File: config.mk
export PLATFORM = sky130hd
export DESIGN_NAME = health_tracker_flat
export DESIGN_NICKNAME = d
export VERILOG_FILES = /design/src/rtl/health_tracker_pkg.sv /design/src/rtl/health_tracker_if.sv /design/src/rtl/health_tracker_frame_down_counter.sv /design/src/rtl/health_tracker.sv /design/src/flat_wrapper.sv
export SDC_FILE = /design/constraint.sdc
export NUM_CORES = 1
export LEC_CHECK = 0
export BUFFER_PORTS_ARGS = -buffer_cell sky130_fd_sc_hd__buf_2
export CAP_MARGIN = 40
export CORE_MARGIN = 4
export CORE_UTILIZATION = 60
export DETAILED_ROUTE_END_ITERATION = 7
export GPL_ROUTABILITY_DRIVEN = 0
export PLACE_DENSITY_LB_ADDON = 0.12
export SKIP_LAST_GASP = 1
export SLEW_MARGIN = 20
export SYNTH_ARGS = -nofsm -noshare
export SYNTH_HDL_FRONTEND = slang
export SYNTH_SLANG_ARGS = --single-unit
File: constraint.sdc
create_clock -name Clk -period 6.1 [get_ports Clk]
set_input_delay 1.22 -clock Clk [delete_from_list [all_inputs] [get_ports Clk]]
set_output_delay 1.22 -clock Clk [all_outputs]
set_load 0.02 [all_outputs]
File: src/rtl/health_tracker_pkg.sv
// Shared fighter types and defaults, also used by the HUD health bar and round control.
// Pure declarations: no latency and no flow control.
package fighter_pkg;

  localparam int HEALTH_W          = 7;
  localparam int INV_CNT_W         = 8;
  localparam int MAX_HEALTH_DEF    = 100;
  localparam int INVULN_FRAMES_DEF = 32;
  localparam int FLASH_PERIOD_DEF  = 4;

  typedef enum logic [1:0] {
    READY  = 2'd0,
    INVULN = 2'd1,
    KO     = 2'd2
  } health_state_t;

  // Health never wraps: any damage at or above the remaining health lands on zero.
  function automatic logic [HEALTH_W-1:0] sat_sub(input logic [HEALTH_W-1:0] a,
                                                  input logic [HEALTH_W-1:0] b);
    return (b >= a) ? '0 : a - b;
  endfunction

endpackage

File: src/rtl/health_tracker_if.sv
// Per-fighter link between hitbox/frame timing and the health tracker.
// Level signals sampled every Clk; there is no backpressure.
interface health_tracker_if;
  import fighter_pkg::*;

  logic                frame_tick;
  logic                round_start;
  logic                contact;
  logic                attack_active;
  logic [HEALTH_W-1:0] damage;
  logic [HEALTH_W-1:0] health;
  logic                hit;
  logic                flash;
  logic                ko;

  modport master (
    output frame_tick, round_start, contact, attack_active, damage,
    input  health, hit, flash, ko
  );

  modport slave (
    input  frame_tick, round_start, contact, attack_active, damage,
    output health, hit, flash, ko
  );

endinterface

File: src/rtl/health_tracker_frame_down_counter.sv
// Loadable down-counter stepped by frame_tick, stopping at zero; load wins over a tick.
// Count updates one Clk after load/tick; tc_o flags the tick that takes the count from 1 to 0.
module frame_down_counter #(
  parameter int W = 8
) (
  input  logic         clk_i,
  input  logic         rst_ni,
  input  logic         tick_i,
  input  logic         load_i,
  input  logic [W-1:0] load_val_i,
  output logic [W-1:0] cnt_nxt_o,
  output logic         tc_o
);

  logic [W-1:0] cnt_q, cnt_d;

  always_comb begin
    cnt_d = cnt_q;
    tc_o  = 1'b0;
    if (load_i) begin
      cnt_d = load_val_i;
    end else if (tick_i && (cnt_q != '0)) begin
      cnt_d = cnt_q - W'(1);
      tc_o  = (cnt_q == W'(1));
    end
  end

  assign cnt_nxt_o = cnt_d;

  always_ff @(posedge clk_i) begin
    if (!rst_ni) cnt_q <= '0;
    else         cnt_q <= cnt_d;
  end

endmodule

File: src/rtl/health_tracker.sv
// Turns per-frame hitbox contact into health, hit pulse, blink and sticky KO for one fighter.
// All outputs registered, one Clk after the qualifying frame_tick; no backpressure.
module health_tracker
  import fighter_pkg::*;
#(
  parameter int MAX_HEALTH    = MAX_HEALTH_DEF,
  parameter int INVULN_FRAMES = INVULN_FRAMES_DEF,
  parameter int FLASH_PERIOD  = FLASH_PERIOD_DEF
) (
  input  logic             Clk,
  input  logic             Reset,
  health_tracker_if.slave  hif
);

  localparam logic [HEALTH_W-1:0]  MAX_H      = HEALTH_W'(MAX_HEALTH);
  localparam logic [INV_CNT_W-1:0] INV_LOAD   = INV_CNT_W'(INVULN_FRAMES);
  // FLASH_PERIOD is a power of two, so it is also the mask of the blink bit.
  localparam logic [INV_CNT_W-1:0] FLASH_MASK = INV_CNT_W'(FLASH_PERIOD);

  health_state_t       state_q, state_d;
  logic [HEALTH_W-1:0] health_q, health_d;
  logic                hit_q, hit_d;
  logic                flash_q, flash_d;
  logic                ko_q, ko_d;
  logic                consumed_q, consumed_d;

  logic                 qual_hit;
  logic [HEALTH_W-1:0]  hit_health;
  logic                 inv_load;
  logic [INV_CNT_W-1:0] inv_load_val;
  logic [INV_CNT_W-1:0] inv_cnt_nxt;
  logic                 inv_tc;

  assign qual_hit   = (state_q == READY) && hif.frame_tick && hif.contact &&
                      hif.attack_active && !consumed_q;
  assign hit_health = sat_sub(health_q, hif.damage);

  // round_start clears the window; otherwise only a non-lethal hit arms it.
  assign inv_load     = hif.round_start || (qual_hit && (hit_health != '0));
  assign inv_load_val = hif.round_start ? '0 : INV_LOAD;

  frame_down_counter #(.W(INV_CNT_W)) u_inv_cnt (
    .clk_i      (Clk),
    .rst_ni     (Reset),
    .tick_i     (hif.frame_tick),
    .load_i     (inv_load),
    .load_val_i (inv_load_val),
    .cnt_nxt_o  (inv_cnt_nxt),
    .tc_o       (inv_tc)
  );

  always_comb begin
    state_d    = state_q;
    health_d   = health_q;
    hit_d      = 1'b0;
    ko_d       = ko_q;
    consumed_d = consumed_q && hif.attack_active;
    if (hif.round_start) begin
      health_d   = MAX_H;
      state_d    = READY;
      ko_d       = 1'b0;
      consumed_d = hif.attack_active;
    end else if (qual_hit) begin
      health_d   = hit_health;
      hit_d      = 1'b1;
      consumed_d = 1'b1;
      if (hit_health == '0) begin
        state_d = KO;
        ko_d    = 1'b1;
      end else begin
        state_d = INVULN;
      end
    end else if ((state_q == INVULN) && inv_tc) begin
      state_d = READY;
    end
    flash_d = (state_d == INVULN) && ((inv_cnt_nxt & FLASH_MASK) != '0);
  end

  always_ff @(posedge Clk) begin
    if (!Reset) begin
      state_q    <= READY;
      health_q   <= MAX_H;
      hit_q      <= 1'b0;
      flash_q    <= 1'b0;
      ko_q       <= 1'b0;
      consumed_q <= 1'b0;
    end else begin
      state_q    <= state_d;
      health_q   <= health_d;
      hit_q      <= hit_d;
      flash_q    <= flash_d;
      ko_q       <= ko_d;
      consumed_q <= consumed_d;
    end
  end

  assign hif.health = health_q;
  assign hif.hit    = hit_q;
  assign hif.flash  = flash_q;
  assign hif.ko     = ko_q;

endmodule

File: src/flat_wrapper.sv
// flat-port wrapper written by rule: the top's interface ports become plain ports
module health_tracker_flat import fighter_pkg::*;
#(
  parameter int MAX_HEALTH    = MAX_HEALTH_DEF,
  parameter int INVULN_FRAMES = INVULN_FRAMES_DEF,
  parameter int FLASH_PERIOD  = FLASH_PERIOD_DEF
)
  (Clk, Reset, hif_frame_tick, hif_round_start, hif_contact, hif_attack_active, hif_damage, hif_health, hif_hit, hif_flash, hif_ko);
  health_tracker_if hif_i ();
  input  logic Clk;
  input  logic Reset;
  input wire logic [$bits(hif_i.frame_tick)-1:0] hif_frame_tick;
  input wire logic [$bits(hif_i.round_start)-1:0] hif_round_start;
  input wire logic [$bits(hif_i.contact)-1:0] hif_contact;
  input wire logic [$bits(hif_i.attack_active)-1:0] hif_attack_active;
  input wire logic [$bits(hif_i.damage)-1:0] hif_damage;
  output wire logic [$bits(hif_i.health)-1:0] hif_health;
  output wire logic [$bits(hif_i.hit)-1:0] hif_hit;
  output wire logic [$bits(hif_i.flash)-1:0] hif_flash;
  output wire logic [$bits(hif_i.ko)-1:0] hif_ko;
  assign hif_i.frame_tick = hif_frame_tick;
  assign hif_i.round_start = hif_round_start;
  assign hif_i.contact = hif_contact;
  assign hif_i.attack_active = hif_attack_active;
  assign hif_i.damage = hif_damage;
  assign hif_health = hif_i.health;
  assign hif_hit = hif_i.hit;
  assign hif_flash = hif_i.flash;
  assign hif_ko = hif_i.ko;
  health_tracker #(.MAX_HEALTH(MAX_HEALTH), .INVULN_FRAMES(INVULN_FRAMES), .FLASH_PERIOD(FLASH_PERIOD)) u_core (.Clk(Clk), .Reset(Reset), .hif(hif_i));
endmodule
# Word level (Yosys, flattened, before mapping)

Index checks and enable logic that the tools add are counted.
Widths: inputs -> output; s select.

Multiply operators: 0
Mux-type cells: 13
Shift operators: 0
Add/subtract/negate cells: 2
Eq/ne operators: 3
Bitwise operators: 1
Divide/modulo/power cells: 0
$lt $le $gt $ge: 1
Reductions and logical operators: 18

Operators by type and width:

| cell                | number |
|---|---|
| $mux 8              | 2 |
| $logic_and 1x1->1   | 9 |
| $eq 8x1->1 const B  | 1 |
| $mux 2              | 4 |
| $reduce_bool 8->1   | 1 |
| $sub 8x1->8 const B | 1 |
| $ge 7x7->1          | 1 |
| $logic_not 7->1     | 1 |
| $mux 7              | 1 |
| $reduce_bool 7->1   | 1 |
| $sub 7x7->7         | 1 |
| $mux 6              | 1 |
| $mux 1              | 5 |
| $eq 2x1->1 const B  | 2 |
| $logic_not 2->1     | 1 |
| $reduce_and 2->1    | 1 |
| $reduce_bool 2->1   | 1 |
| $reduce_or 2->1     | 1 |
| $logic_not 1->1     | 1 |
| $logic_or 1x1->1    | 1 |
| $not 1->1           | 1 |

ROM bits: 0
RAM bits: 0
Output and inout port bits: 10
Memories: 0
Logic and storage cells: 46
Latch bits: 0
Flip-flop bits (word level): 21

# Depth between registers and ports, before layout

Gate-level depths: netlist of run 1.

Depth in word-level cells: 14
Depth in mapped cells: 8

# Cells and area by module

From an unflattened synthesis of run 1, not the netlist that was laid out.

Cells, all modules: 191
Area total of the unflattened synthesis: 1581.5 sq um

By module, submodules not included:

| module             | times used | cells an instance | sequential area each (sq um) | area an instance (sq um) |
|---|---|---|---|---|
| health_tracker     | 1          | 117               | 260.2                        | 988.4 |
| frame_down_counter | 1          | 74                | 160.2                        | 593.1 |

# Least setup slack after synthesis of run 1

OpenSTA, ideal clock, no wires.

Path type: input-to-reg
From: input port hif_damage[0]
To: register u_core.state_q[1]
Arrival time: 2.945 ns
Setup time: 0.087 ns
Required time: 6.013 ns
Path buffers: 0
Slack: 3.068 ns
Cell stages on the path: 7
Path through: ha_1 -> fa_1 -> nand2b_1 -> a21oi_1 -> mux2i_1 -> nand4_4 -> a221oi_2

Longest elaborated chain between the ends: 10

Ends and longest elaborated chain:

| item                                             | RTL line                                | source |
|---|---|---|
| start, declared                                  | flat_wrapper.sv:16                      | `input wire logic [$bits(hif_i.damage)-1:0] hif_damage;` |
| $sub 7x7->7 / $ge 7x7->1 (equally long branches) | health_tracker_pkg.sv:20                | `return (b >= a) ? '0 : a - b;` |
| $mux 7 *                                         | health_tracker_pkg.sv:20                |  |
| $reduce_bool 7->1                                | health_tracker.sv:39                    | `assign inv_load = hif.round_start \|\| (qual_hit && (hit_health != '0));` |
| $logic_and 1x1->1                                | health_tracker.sv:39                    |  |
| $logic_or 1x1->1                                 | health_tracker.sv:39                    |  |
| $mux 1                                           | health_tracker_frame_down_counter.sv:20 | `if (load_i) begin` |
| $logic_and 1x1->1                                | health_tracker.sv:73                    | `end else if ((state_q == INVULN) && inv_tc) begin` |
| $mux 2                                           | health_tracker.sv:73                    |  |
| $mux 2 *                                         | health_tracker.sv:63                    | `end else if (qual_hit) begin` |
| $mux 2 *                                         | health_tracker.sv:58                    | `if (hif.round_start) begin` |
| end signal, assigned                             | health_tracker.sv:88                    | `state_q <= state_d;` |
| end, declared                                    | health_tracker.sv:20                    | `health_state_t state_q, state_d;` |

Mark *: on every way between the ends. The rest lies on a longest branch, timed or not.
A chain may end at the register's enable or synchronous reset.

# Final worst setup path of run 1

From: input port hif_damage[0]
To: register u_core.u_inv_cnt.cnt_q[7]

Longest elaborated chain between the ends: 6

Ends and longest elaborated chain:

| item                                               | RTL line                                | source |
|---|---|---|
| $sub 7x7->7 / $ge 7x7->1 (equally long branches)   | health_tracker_pkg.sv:20                |  |
| $mux 7 *                                           | health_tracker_pkg.sv:20                |  |
| $reduce_bool 7->1 *                                | health_tracker.sv:39                    |  |
| $logic_and 1x1->1 *                                | health_tracker.sv:39                    |  |
| $logic_or 1x1->1 *                                 | health_tracker.sv:39                    |  |
| $mux 8 / $reduce_bool 2->1 (equally long branches) | n/a                                     |  |
| end signal, assigned                               | health_tracker_frame_down_counter.sv:32 | `else cnt_q <= cnt_d;` |
| end, declared                                      | health_tracker_frame_down_counter.sv:15 | `logic [W-1:0] cnt_q, cnt_d;` |

Marked as above.

==> results of run 1 <==
==> worst reg2reg max path: stages, from the launching register on <==
cell and delay (ns):
sky130_fd_sc_hd__dfxtp_1 0.37, sky130_fd_sc_hd__inv_1 0.05, sky130_fd_sc_hd__ha_1 0.22, sky130_fd_sc_hd__fa_1 0.39
sky130_fd_sc_hd__nand2b_1 0.18, sky130_fd_sc_hd__a21oi_1 0.25, sky130_fd_sc_hd__mux2i_1 0.44, sky130_fd_sc_hd__nand4_4 0.23
sky130_fd_sc_hd__a211oi_1 0.30
==> synth_stat cells (2+ instances only) <==
library cell                number
sky130_fd_sc_hd__nand2b_1        3
sky130_fd_sc_hd__nor2_1          6
sky130_fd_sc_hd__ha_1           10
sky130_fd_sc_hd__and4_1          2
sky130_fd_sc_hd__dfxtp_1        21
sky130_fd_sc_hd__nor3_1          2
sky130_fd_sc_hd__clkbuf_1        2
sky130_fd_sc_hd__inv_1          13
sky130_fd_sc_hd__nor2b_1         3
sky130_fd_sc_hd__a2111oi_2       2
sky130_fd_sc_hd__and4bb_2        2
sky130_fd_sc_hd__o211a_1         2
sky130_fd_sc_hd__a211oi_1        7
sky130_fd_sc_hd__xnor2_1         7
sky130_fd_sc_hd__or4_1           4
sky130_fd_sc_hd__or2_1           2
sky130_fd_sc_hd__nor3b_1         3
sky130_fd_sc_hd__nand2_1        11
sky130_fd_sc_hd__o21ai_0         4
sky130_fd_sc_hd__or2_2           3
sky130_fd_sc_hd__a21oi_1        11
sky130_fd_sc_hd__o31ai_1         2
sky130_fd_sc_hd__a221o_1         3
sky130_fd_sc_hd__nand3_1         7
==> cells by family (layout without fill, tap and decap cells) <==
family,count (synthesis),count (layout),share of synthesized area [%]
XOR/XNOR,8,8,4.866
multiplexers,2,2,1.477
flip-flops,21,21,29.19
buffers and inverters,15,39,3.910
adder cells (fa/ha/maj),11,11,10.08
AND/OR/NAND/NOR,60,60,26.67
AO/OA/AOI/OAI,43,43,23.81
==> final timing paths <==
path | start | end | cells past startpoint
worst max-delay path | hif_damage[0] | u_core.u_inv_cnt.cnt_q[7]$_SDFFE_PN0P_ | 8
worst min-delay path | u_core.hif.health[0]$_SDFFE_PP0P_ | u_core.hif.health[0]$_SDFFE_PP0P_ | 2
worst max register to register | u_core.hif.health[0]$_SDFFE_PP0P_ | u_core.u_inv_cnt.cnt_q[7]$_SDFFE_PN0P_ | 8
worst min register to register | u_core.hif.health[0]$_SDFFE_PP0P_ | u_core.hif.health[0]$_SDFFE_PP0P_ | 2
==> through the flow <==
step / utilization [%] / cell area, sq um / cells / total power [W] / hold slack (ns)
after floorplan: - / 1440 / 160 / 0.0003609 / 0.4400
after global placement: 69.98 / 1578 / 208 / 0.0003928 / 0.4534
after detailed placement: 69.98 / 1578 / 208 / 0.0004065 / 0.4694
after CTS: 71.20 / 1605 / 212 / 0.0004743 / 0.4926
after global routing: 71.20 / 1605 / 212 / 0.0005145 / 0.5233
final: 71.20 / 1605 / 212 / 0.0004778 / 0.4916
==> power by group <==
group	leakage (nW)	total (W)	switching, W	internal [W]
sequential	0.170	0.000168	0.0000143	0.000153
clock	0.0177	0.0000691	0.0000446	0.0000245
combinational	0.456	0.000241	0.000134	0.000107
==> metal layers <==
metal	global-route usage [%]	part of all wire (%)	up-vias
met3	5.430	7.8	2
met1	28.39	45	600
met2	35.07	47	55
met4	3.311	0.55	0
li1	-	-	649
met5	0	0	-
==> layout make-up <==
cell class	count	area share [%]
multi-input combinational	124	60.02
sequential	21	26.19
timing repair buffer	22	6.859
inverter	13	3.040
tap	28	2.182
clock buffer	3	1.403
clock inverter	1	0.3118
==> flip-flops by register name (all words and copies together) (netlist names) <==
name                    cells
u_core.hif.hit              1
u_core.consumed_q           1
u_core.u_inv_cnt.cnt_q      8
u_core.hif.flash            1
u_core.hif.health           7
u_core.state_q              2
u_core.hif.ko               1
==> metrics.yaml, run 1 <==
status: "finished, final reports clean"
peakVddDrop_uv: 337.0
ys_types: 52
worstSkewPairLatency_ns: 0.31
tns_ns: 0
detail_route.vias_per_cell: 6.160
overflow: 0
ant_nets: 0
drt_first_pass_iters: 4
seq_area_frac_synth_pct: 29.19
worstMarginPinSlew_ns: 0.7204
cts_root_buf: "sky130_fd_sc_hd__clkbuf_4"
critical_path.cell_chain: "buf_2, ha_1, fa_1, nand2b_1, a21oi_1, mux2i_1, nand4_4, a211oi_1"
drc: 0
cts_setup_buffers: 0
chipHeight_microns: 56.99
layout_min_cycle_time_ns: 3.086
timing.critical_path.max_delay_family: "adder cells"
timing.critical_path.from_type: "primary input"
vias: 1306
fmax_mhz: 324.0
critical_path.max_fanout: 8
areaGrowthSynthToFinish_pct: 11.47
globalRouteTotalUtil_pct: 21.17
total_area_of_sequential_cells_sq_um: 420.4
grt_first_pass_wirelength_microns: 5526
worst_ep_required_time_ns: 6.33
final_net_count: 209
syn-mean-instance-area_sq_um: 9.001
layout.cells.most_common: "sky130_fd_sc_hd__buf_2"
insertedDiodeCount: 0
die_area_sq_um: 3248
layout_worst_path_cycle_share_pct: 50.60
synth_async_sr_flop_share_pct: 0
min_path_type: "reg2reg"
syn-num-nets: 184
worst_setup_path_end_kind: "register"
cts_hold_buffers: 0
synth-edff-count: 0
core_area_sq_um: 2255
max-cap-violations: 0
layout-drive-gt1-share_pct: 23.91
reg2reg_setup_slack_ns: 3.59
yosysTopAreaCellShare_pct: 29.19
drt_iter0_drc: 52
std_cell_rows: 17
finalWorstSetupSlack_ns: 3.014
power_density_nw_per_um2: 297.6
synth_area_sq_um: 1440
die_width_microns: 56.99
synthDominantAreaCellType: "sky130_fd_sc_hd__dfxtp_1"
pre_cts_ws_ns: 2.726
detail_route.wl_per_cell_microns: 15.48
crit_type: "in2reg"
multi_input_area_sq_um: 963.4
yosys_warnings: 0
grt_start_max_net_pins: 16
final.setup_skew_ns: 0.001332
cellLeakagePower_nw: 0.6434
timing.critical_path.slowest_cell_delay_ns: 0.44
cts-buffers-inserted: 3
first_global_vias: 1250
top_flip_flop_cell_by_instance_count_after_synthesis: "sky130_fd_sc_hd__dfxtp_1"
postSynthCellCount: 160
antenna_found_initial: 0
worst_path_max_delay_cell: "sky130_fd_sc_hd__mux2i_1"
dpl.hpwl_microns: 2560
cts_repair_resize_count: 0
ys_top_cells_by_area: "sky130_fd_sc_hd__dfxtp_1 29%, sky130_fd_sc_hd__ha_1 8.7%, sky130_fd_sc_hd__xnor2_1 4.3%, sky130_fd_sc_hd__a21oi_1 3.8%, sky130_fd_sc_hd__a211oi_1 3.6%"
most_used_cells_in_the_layout_excluding_fill_and_tap_cells: "22 x sky130_fd_sc_hd__buf_2, 21 x sky130_fd_sc_hd__dfxtp_1, 13 x sky130_fd_sc_hd__inv_1"
top_level_ports: 23
clkSinkCount: 21
worst_ep_arrival_time_ns: 3.31
initial_cell_density_of_the_core_pct: 63.87
setup_viol: 0
port_buffers: 22
level_count_of_the_clock_h_tree: 1
cts_max_path_buffers: 2
postSynthRegisterBits: 21
worst_slew_margin_rel_pct: 51.53
grt_setup_unrepaired: "false"
final_number_of_max_transition_violations: 0
drt_wl_total_microns: 3281
fill_cells: 198
critPathBufInv: 1
timing.final.hold_violations: 0
tritoncts: "built"
path_clk_slew_ns: 0.12
No activity file was read; power rests on OpenSTA's default activity.
==> inputs of run 2 (changes only) <==
Settings changed: CORE_UTILIZATION 60 to 50.
Clock period 6.1 ns to 2.55 ns, I/O delays scaled along.
==> run 2 against run 1 <==
Net effect:
- via count down 0.23%
- combinational power up 130%
- global-route usage down 2.3 points
- sequential share of layout area down 0.40 points
- sequential power up 140%
- total power up 140%
- routed wire length down 3.0%
- hold slack worse by 0.048 ns
- highest routed layer unchanged
==> metrics.yaml, run 2 (synthesis gave the netlist of run 1 again) <==
power.net_switching_w: 0.0004350  # +130%
insertedDiodeCount: 0  # unchanged
chipHeight_microns: 61.67  # +8.2%
critical_path.max_fanout: 8  # unchanged
grt_first_pass_wirelength_microns: 5430  # -1.7%
die_area_sq_um: 3803  # +17%
worst_slew_margin_rel_pct: 53.61  # +2.1 points
path_clk_slew_ns: 0.11  # about the same
cts_max_path_buffers: 2  # unchanged
dpl_cell_area_sq_um: 1604  # +1.7%
power.share.clock_pct: 14.3  # -0.2 points
std_cell_rows: 19  # +2
max-cap-violations: 0  # unchanged
switching_share_pct: 38.73  # -1.5 points
final_net_count: 212  # +1.4%
grt_setup_unrepaired: "false"
timing.critical_path.slowest_cell_delay_ns: 0.39  # -0.05 ns
dp_cells: 214  # +2.9%
layout-drive-gt1-share_pct: 24.60  # +0.69 points
cellLeakagePower_nw: 0.6551  # +1.8%
layout.cells.most_common: "sky130_fd_sc_hd__buf_2"
antenna_found_initial: 0  # unchanged
cts_hold_buffers: 0  # unchanged
dpl.hpwl_microns: 2518  # -1.7%
fmax_mhz: 427.8
core_area_sq_um: 2758  # +22%
overflow: 0  # unchanged
final-instance-count-excl-fill: 218  # +2.8%
cts_repair_resize_count: 0  # unchanged
worst_setup_path_end_kind: "register"
areaGrowthSynthToFinish_pct: 13.21
level_count_of_the_clock_h_tree: 1  # unchanged
status: "finished, final reports clean"
timing.final.hold_violations: 0  # unchanged
tritoncts: "built"
globalRouteTotalUtil_pct: 18.87  # -2.3 points
seq_power_share_pct: 35.8  # +0.7 points
cts_root_buf: "sky130_fd_sc_hd__clkbuf_4"
final.setup_skew_ns: 0.001816  # +0.0004844 ns
grt_start_max_net_pins: 15  # -1
peakVddDrop_uv: 691.1  # +110%
layout_min_cycle_time_ns: 2.338
largest_reg_flops: 8  # unchanged
pre_cts_ws_ns: -0.002703  # -2.728 ns
setup_viol: 0  # unchanged
worstSkewPairLatency_ns: 0.30  # about the same
vias: 1303  # -0.23%
worst_path_max_delay_cell: "sky130_fd_sc_hd__fa_1"
ant_nets: 0  # unchanged
regToRegStartpoint: "u_core.hif.health[0]$_SDFFE_PP0P_"
clkSinkCount: 21  # unchanged
critical_path.cell_chain: "inv_1, ha_1, fa_1, nand2b_1, a21oi_1, mux2i_1, buf_4, nand4_4, a211oi_1"
drt_first_pass_iters: 4  # unchanged
layout.core_utilization_pct: 59.12  # -12 points
crit_start: "u_core.hif.health[0]$_SDFFE_PP0P_"
cts_setup_buffers: 0  # unchanged
timing.hold.ws_ns: 0.4437  # -0.04792 ns
drc: 0  # unchanged
internal-power_w: 0.0006881  # +140%
initial_cell_density_of_the_core_pct: 52.22  # -12 points
min_path_type: "in2reg"
first_global_vias: 1201  # -3.9%
layout_worst_path_cycle_share_pct: 91.67
design_area_sq_um: 1630  # +1.6%
final_number_of_max_transition_violations: 0  # unchanged
die_width_microns: 61.67  # +8.2%
most_used_cells_in_the_layout_excluding_fill_and_tap_cells: "22 x sky130_fd_sc_hd__buf_2, 21 x sky130_fd_sc_hd__dfxtp_1, 13 x sky130_fd_sc_hd__inv_1"
combinationalPowerShare_pct: 49.9  # -0.5 points
worst_ep_required_time_ns: 2.76  # -3.57 ns
timing.critical_path.from_type: "register"
cts-buffers-inserted: 3  # unchanged
crit_type: "reg2reg"
register_with_the_most_flip_flops: "u_core.u_inv_cnt.cnt_q"
worstMarginPinSlew_ns: 0.6894  # -0.03096 ns
detail_route.vias_per_cell: 5.977  # -3.0%
finalWorstSetupSlack_ns: 0.2125  # -2.801 ns
port_buffers: 22  # unchanged
detail_route.wl_per_cell_microns: 14.59  # -5.7%
power_density_nw_per_um2: 688.9  # +130%
drt_wl_total_microns: 3181  # -3.0%
drt_iter0_drc: 61  # +17%
worst_ep_arrival_time_ns: 2.55  # -0.76 ns
hold_path_startpoint: "hif_attack_active"
top_level_ports: 23  # unchanged
==> run 2: final timing paths <==
check | to | slack, ns | cells after the start
worst max-delay path | u_core.u_inv_cnt.cnt_q[4]$_SDFFE_PN0P_ | 0.21 | 9
worst max register to register | u_core.u_inv_cnt.cnt_q[4]$_SDFFE_PN0P_ | 0.21 | 9
worst min register to register | u_core.hif.health[0]$_SDFFE_PP0P_ | 0.47 | 2
worst min-delay path | u_core.consumed_q$_SDFF_PN0_ | 0.44 | 2
==> run 2: final cells by class <==
type,count,area (sq um)
clock buffer,4,26.28
fill,274,1127
inverter,13,48.80
multi-input combinational,124,963.4
sequential,21,420.4
tap,31,38.79
timing repair buffer,25,132.6
==> run 2: power by group through the flow <==
| stage | Combinational [W] | Sequential, W | Clock, W |
|---|---|---|---|
| finish | 0.000560 | 0.000402 | 0.000161 |
| detailed placement | 0.000557 | 0.000407 | 0 |
| global route | 0.000627 | 0.000406 | 0.000180 |
| floorplan | 0.000461 | 0.000402 | 0 |
| CTS | 0.000559 | 0.000401 | 0.000165 |
| global placement | 0.000545 | 0.000406 | 0 |
==> run 2: through the flow <==
stage                     setup TNS (ns)  power (W)
final                                  0   0.001123
after floorplan                        0  0.0008634
after CTS                              0   0.001124
after global routing                   0   0.001213
after global placement                 0  0.0009503
after detailed placement       -0.002703  0.0009636
==> run 2: metal layers <==
metal | global-route usage, % | routed length (microns) | share of wire, %
met5 | 0 | 0 | 0
met4 | 2.727 | 14 | 0.44
met3 | 5.031 | 161 | 5.1
met2 | 28.85 | 1392 | 44
met1 | 27.18 | 1613 | 51
==> run 2: worst max-delay path: cells and delay by family (launching register included) <==
family                     cells  cell delay, ns
muxes                          1            0.21
adders and majority gates      2            0.60
DFF                            1            0.36
buffers and inverters          2            0.20
and+or+nand+nor                2            0.34
AOI/OAI and AO/OA              2            0.54
==> inputs of run 3 (changes only) <==
==> constraint.sdc (replaced) <==
create_clock -name Clk -period 2.55 [get_ports Clk]
set_input_delay 0.1275 -clock Clk [delete_from_list [all_inputs] [get_ports Clk]]
set_output_delay 0.1275 -clock Clk [all_outputs]
set_load 0.02 [all_outputs]
==> run 3 against run 2 <==
Net effect:
- critical path depth unchanged
- hold slack got worse by 0.37 ns
- cell count decreased by 0.46%
- largest power group unchanged
- clock-buffer cell count unchanged
- total power about the same
- register-to-register slack got worse by 0.05 ns
- routed wire length increased by 2.6%
- first-iteration DRC count decreased by 25%
- non-clock buffer count decreased by 1
- clock skew increased by 0.0032 ns
- sequential power about the same
- sequential cell count unchanged
==> metrics.yaml, run 3 (synthesis gave the netlist of run 1 again) <==
fill_cells: 258  # -5.8%
ant_nets: 0  # unchanged
overflow: 0  # unchanged
peakVddDrop_uv: 709.5  # +2.7%
worst_slew_margin_rel_pct: 56.81  # +3.2 points
timing.critical_path.from_type: "register"
top_level_ports: 23  # unchanged
drt_wl_total_microns: 3265  # +2.6%
antenna_found_initial: 0  # unchanged
areaGrowthSynthToFinish_pct: 13.21  # unchanged
insertedDiodeCount: 0  # unchanged
setup_viol: 0  # unchanged
worstSkewPairLatency_ns: 0.30  # about the same
worstMarginPinSlew_ns: 0.6420  # -0.04747 ns
die_area_sq_um: 3803  # unchanged
worst_ep_arrival_time_ns: 2.59  # +0.04 ns
grt_first_pass_wirelength_microns: 5451  # +0.39%
layout_worst_path_cycle_share_pct: 93.46  # +1.8 points
clkSinkCount: 21  # unchanged
core_area_sq_um: 2758  # unchanged
status: "finished, final reports clean"
fmax_mhz: 419.6  # -1.9%
cts-buffers-inserted: 3  # unchanged
layout_min_cycle_time_ns: 2.383  # +0.04569 ns
power_density_nw_per_um2: 688.7  # about the same
final_number_of_max_transition_violations: 0  # unchanged
grt_start_max_net_pins: 15  # unchanged
initial_cell_density_of_the_core_pct: 52.22  # unchanged
register_with_the_most_flip_flops: "u_core.u_inv_cnt.cnt_q"
tritoncts: "built"
drt_iter0_drc: 46  # -25%
critical_path.max_fanout: 3  # -5
design_power_total_w: 0.001123  # about the same
layout.cells.most_common: "sky130_fd_sc_hd__buf_2"
most_used_cells_in_the_layout_excluding_fill_and_tap_cells: "22 x sky130_fd_sc_hd__buf_2, 21 x sky130_fd_sc_hd__dfxtp_1, 13 x sky130_fd_sc_hd__inv_1"
chipHeight_microns: 61.67  # unchanged
vias: 1286  # -1.3%
die_width_microns: 61.67  # unchanged
finalWorstSetupSlack_ns: 0.1668  # -0.04569 ns
path_clk_slew_ns: 0.11  # about the same
first_global_vias: 1171  # -2.5%
max-cap-violations: 0  # unchanged
worst_ep_required_time_ns: 2.75  # about the same
port_buffers: 22  # unchanged
pre_cts_ws_ns: 0.1043  # +0.1070 ns
design_area_sq_um: 1630  # unchanged
dpl_cell_area_sq_um: 1589  # -0.94%
std_cell_rows: 19  # unchanged
drc: 0  # unchanged
drt_first_pass_iters: 4  # unchanged
dpl.hpwl_microns: 2568  # +2.0%
cts_max_path_buffers: 2  # unchanged
final_net_count: 211  # -0.47%
cts_hold_buffers: 0  # unchanged
detail_route.wl_per_cell_microns: 15.05  # +3.1%
layout-drive-gt1-share_pct: 25.27  # +0.67 points
timing.final.hold_violations: 0  # unchanged
crit_type: "reg2reg"
final.setup_skew_ns: 0.005006  # +0.003189 ns
largest_reg_flops: 8  # unchanged
cellLeakagePower_nw: 0.6503  # -0.73%
detail_route.vias_per_cell: 5.926  # -0.85%
min_path_type: "in2reg"
tns_ns: 0  # unchanged
worst_setup_path_end_kind: "register"
grt_setup_unrepaired: "false"
level_count_of_the_clock_h_tree: 1  # unchanged
cts_root_buf: "sky130_fd_sc_hd__clkbuf_4"
globalRouteTotalUtil_pct: 19.20  # +0.33 points
run 3: worst max-delay path, stage by stage (launching register included):
cell and delay [ns]:
sky130_fd_sc_hd__dfxtp_1 0.37, sky130_fd_sc_hd__inv_1 0.05, sky130_fd_sc_hd__ha_1 0.21, sky130_fd_sc_hd__fa_1 0.40, sky130_fd_sc_hd__nand2b_1 0.19, sky130_fd_sc_hd__a21oi_2 0.20, sky130_fd_sc_hd__mux2i_2 0.34, sky130_fd_sc_hd__buf_4 0.17
sky130_fd_sc_hd__nand3_1 0.10, sky130_fd_sc_hd__o211a_1 0.26
run 3: cell type report:
class	instances	area, sq um	share of cell area, %
sequential	21	420.4	25.79
clock buffer	4	26.28	1.612
tap	31	38.79	2.379
inverter	13	48.80	2.993
multi-input combinational	124	970.9	59.55
timing repair buffer	24	125.1	7.675
run 3: per-layer routing:
layer	vias to the layer above	global-route usage [%]	part of all wire [%]
li1	652	-	-
met2	35	29.15	43
met3	2	5.451	6.3
met4	0	1.818	0.43
met5	-	0	0
met1	597	28.03	50
run 3: through the flow:
| stage | hold WS (ns) | util, % | cells |
|---|---|---|---|
| 2_1_floorplan | 0.2587 | - | 160 |
| 3_3_place_gp | 0.3825 | 57.62 | 212 |
| 3_5_place_dp | 0.3904 | 57.62 | 212 |
| 4_1_cts | 0.06139 | 58.58 | 216 |
| 5_1_grt | 0.05687 | 59.12 | 217 |
| 6_report | 0.07635 | 59.12 | 217 |
run 3: final timing paths:
| path | to | slack, ns | depth (start not counted) | start |
|---|---|---|---|---|
| worst max-delay path | u_core.state_q[0]$_SDFF_PN0_ | 0.17 | 9 | u_core.hif.health[0]$_SDFFE_PP0P_ |
| worst min-delay path | u_core.consumed_q$_SDFF_PN0_ | 0.08 | 2 | hif_attack_active |
| worst max register to register | u_core.state_q[0]$_SDFF_PN0_ | 0.17 | 9 | u_core.hif.health[0]$_SDFFE_PP0P_ |
| worst min register to register | u_core.hif.health[0]$_SDFFE_PP0P_ | 0.48 | 2 | u_core.hif.health[0]$_SDFFE_PP0P_ |
run 3: what timing repair did:
item | 4_1_cts | 5_1_grt
setup endpoints to repair | 0 | 7
gates resized for setup | 0 | 2
setup buffers | 0 | 1
run 3: power by group:
group,internal [W],leakage (nW),switching [W]
sequential,0.000367,0.170,0.0000343
clock,0.0000609,0.0150,0.0000933
combinational,0.000261,0.465,0.000306
total,0.000689,0.650,0.000434
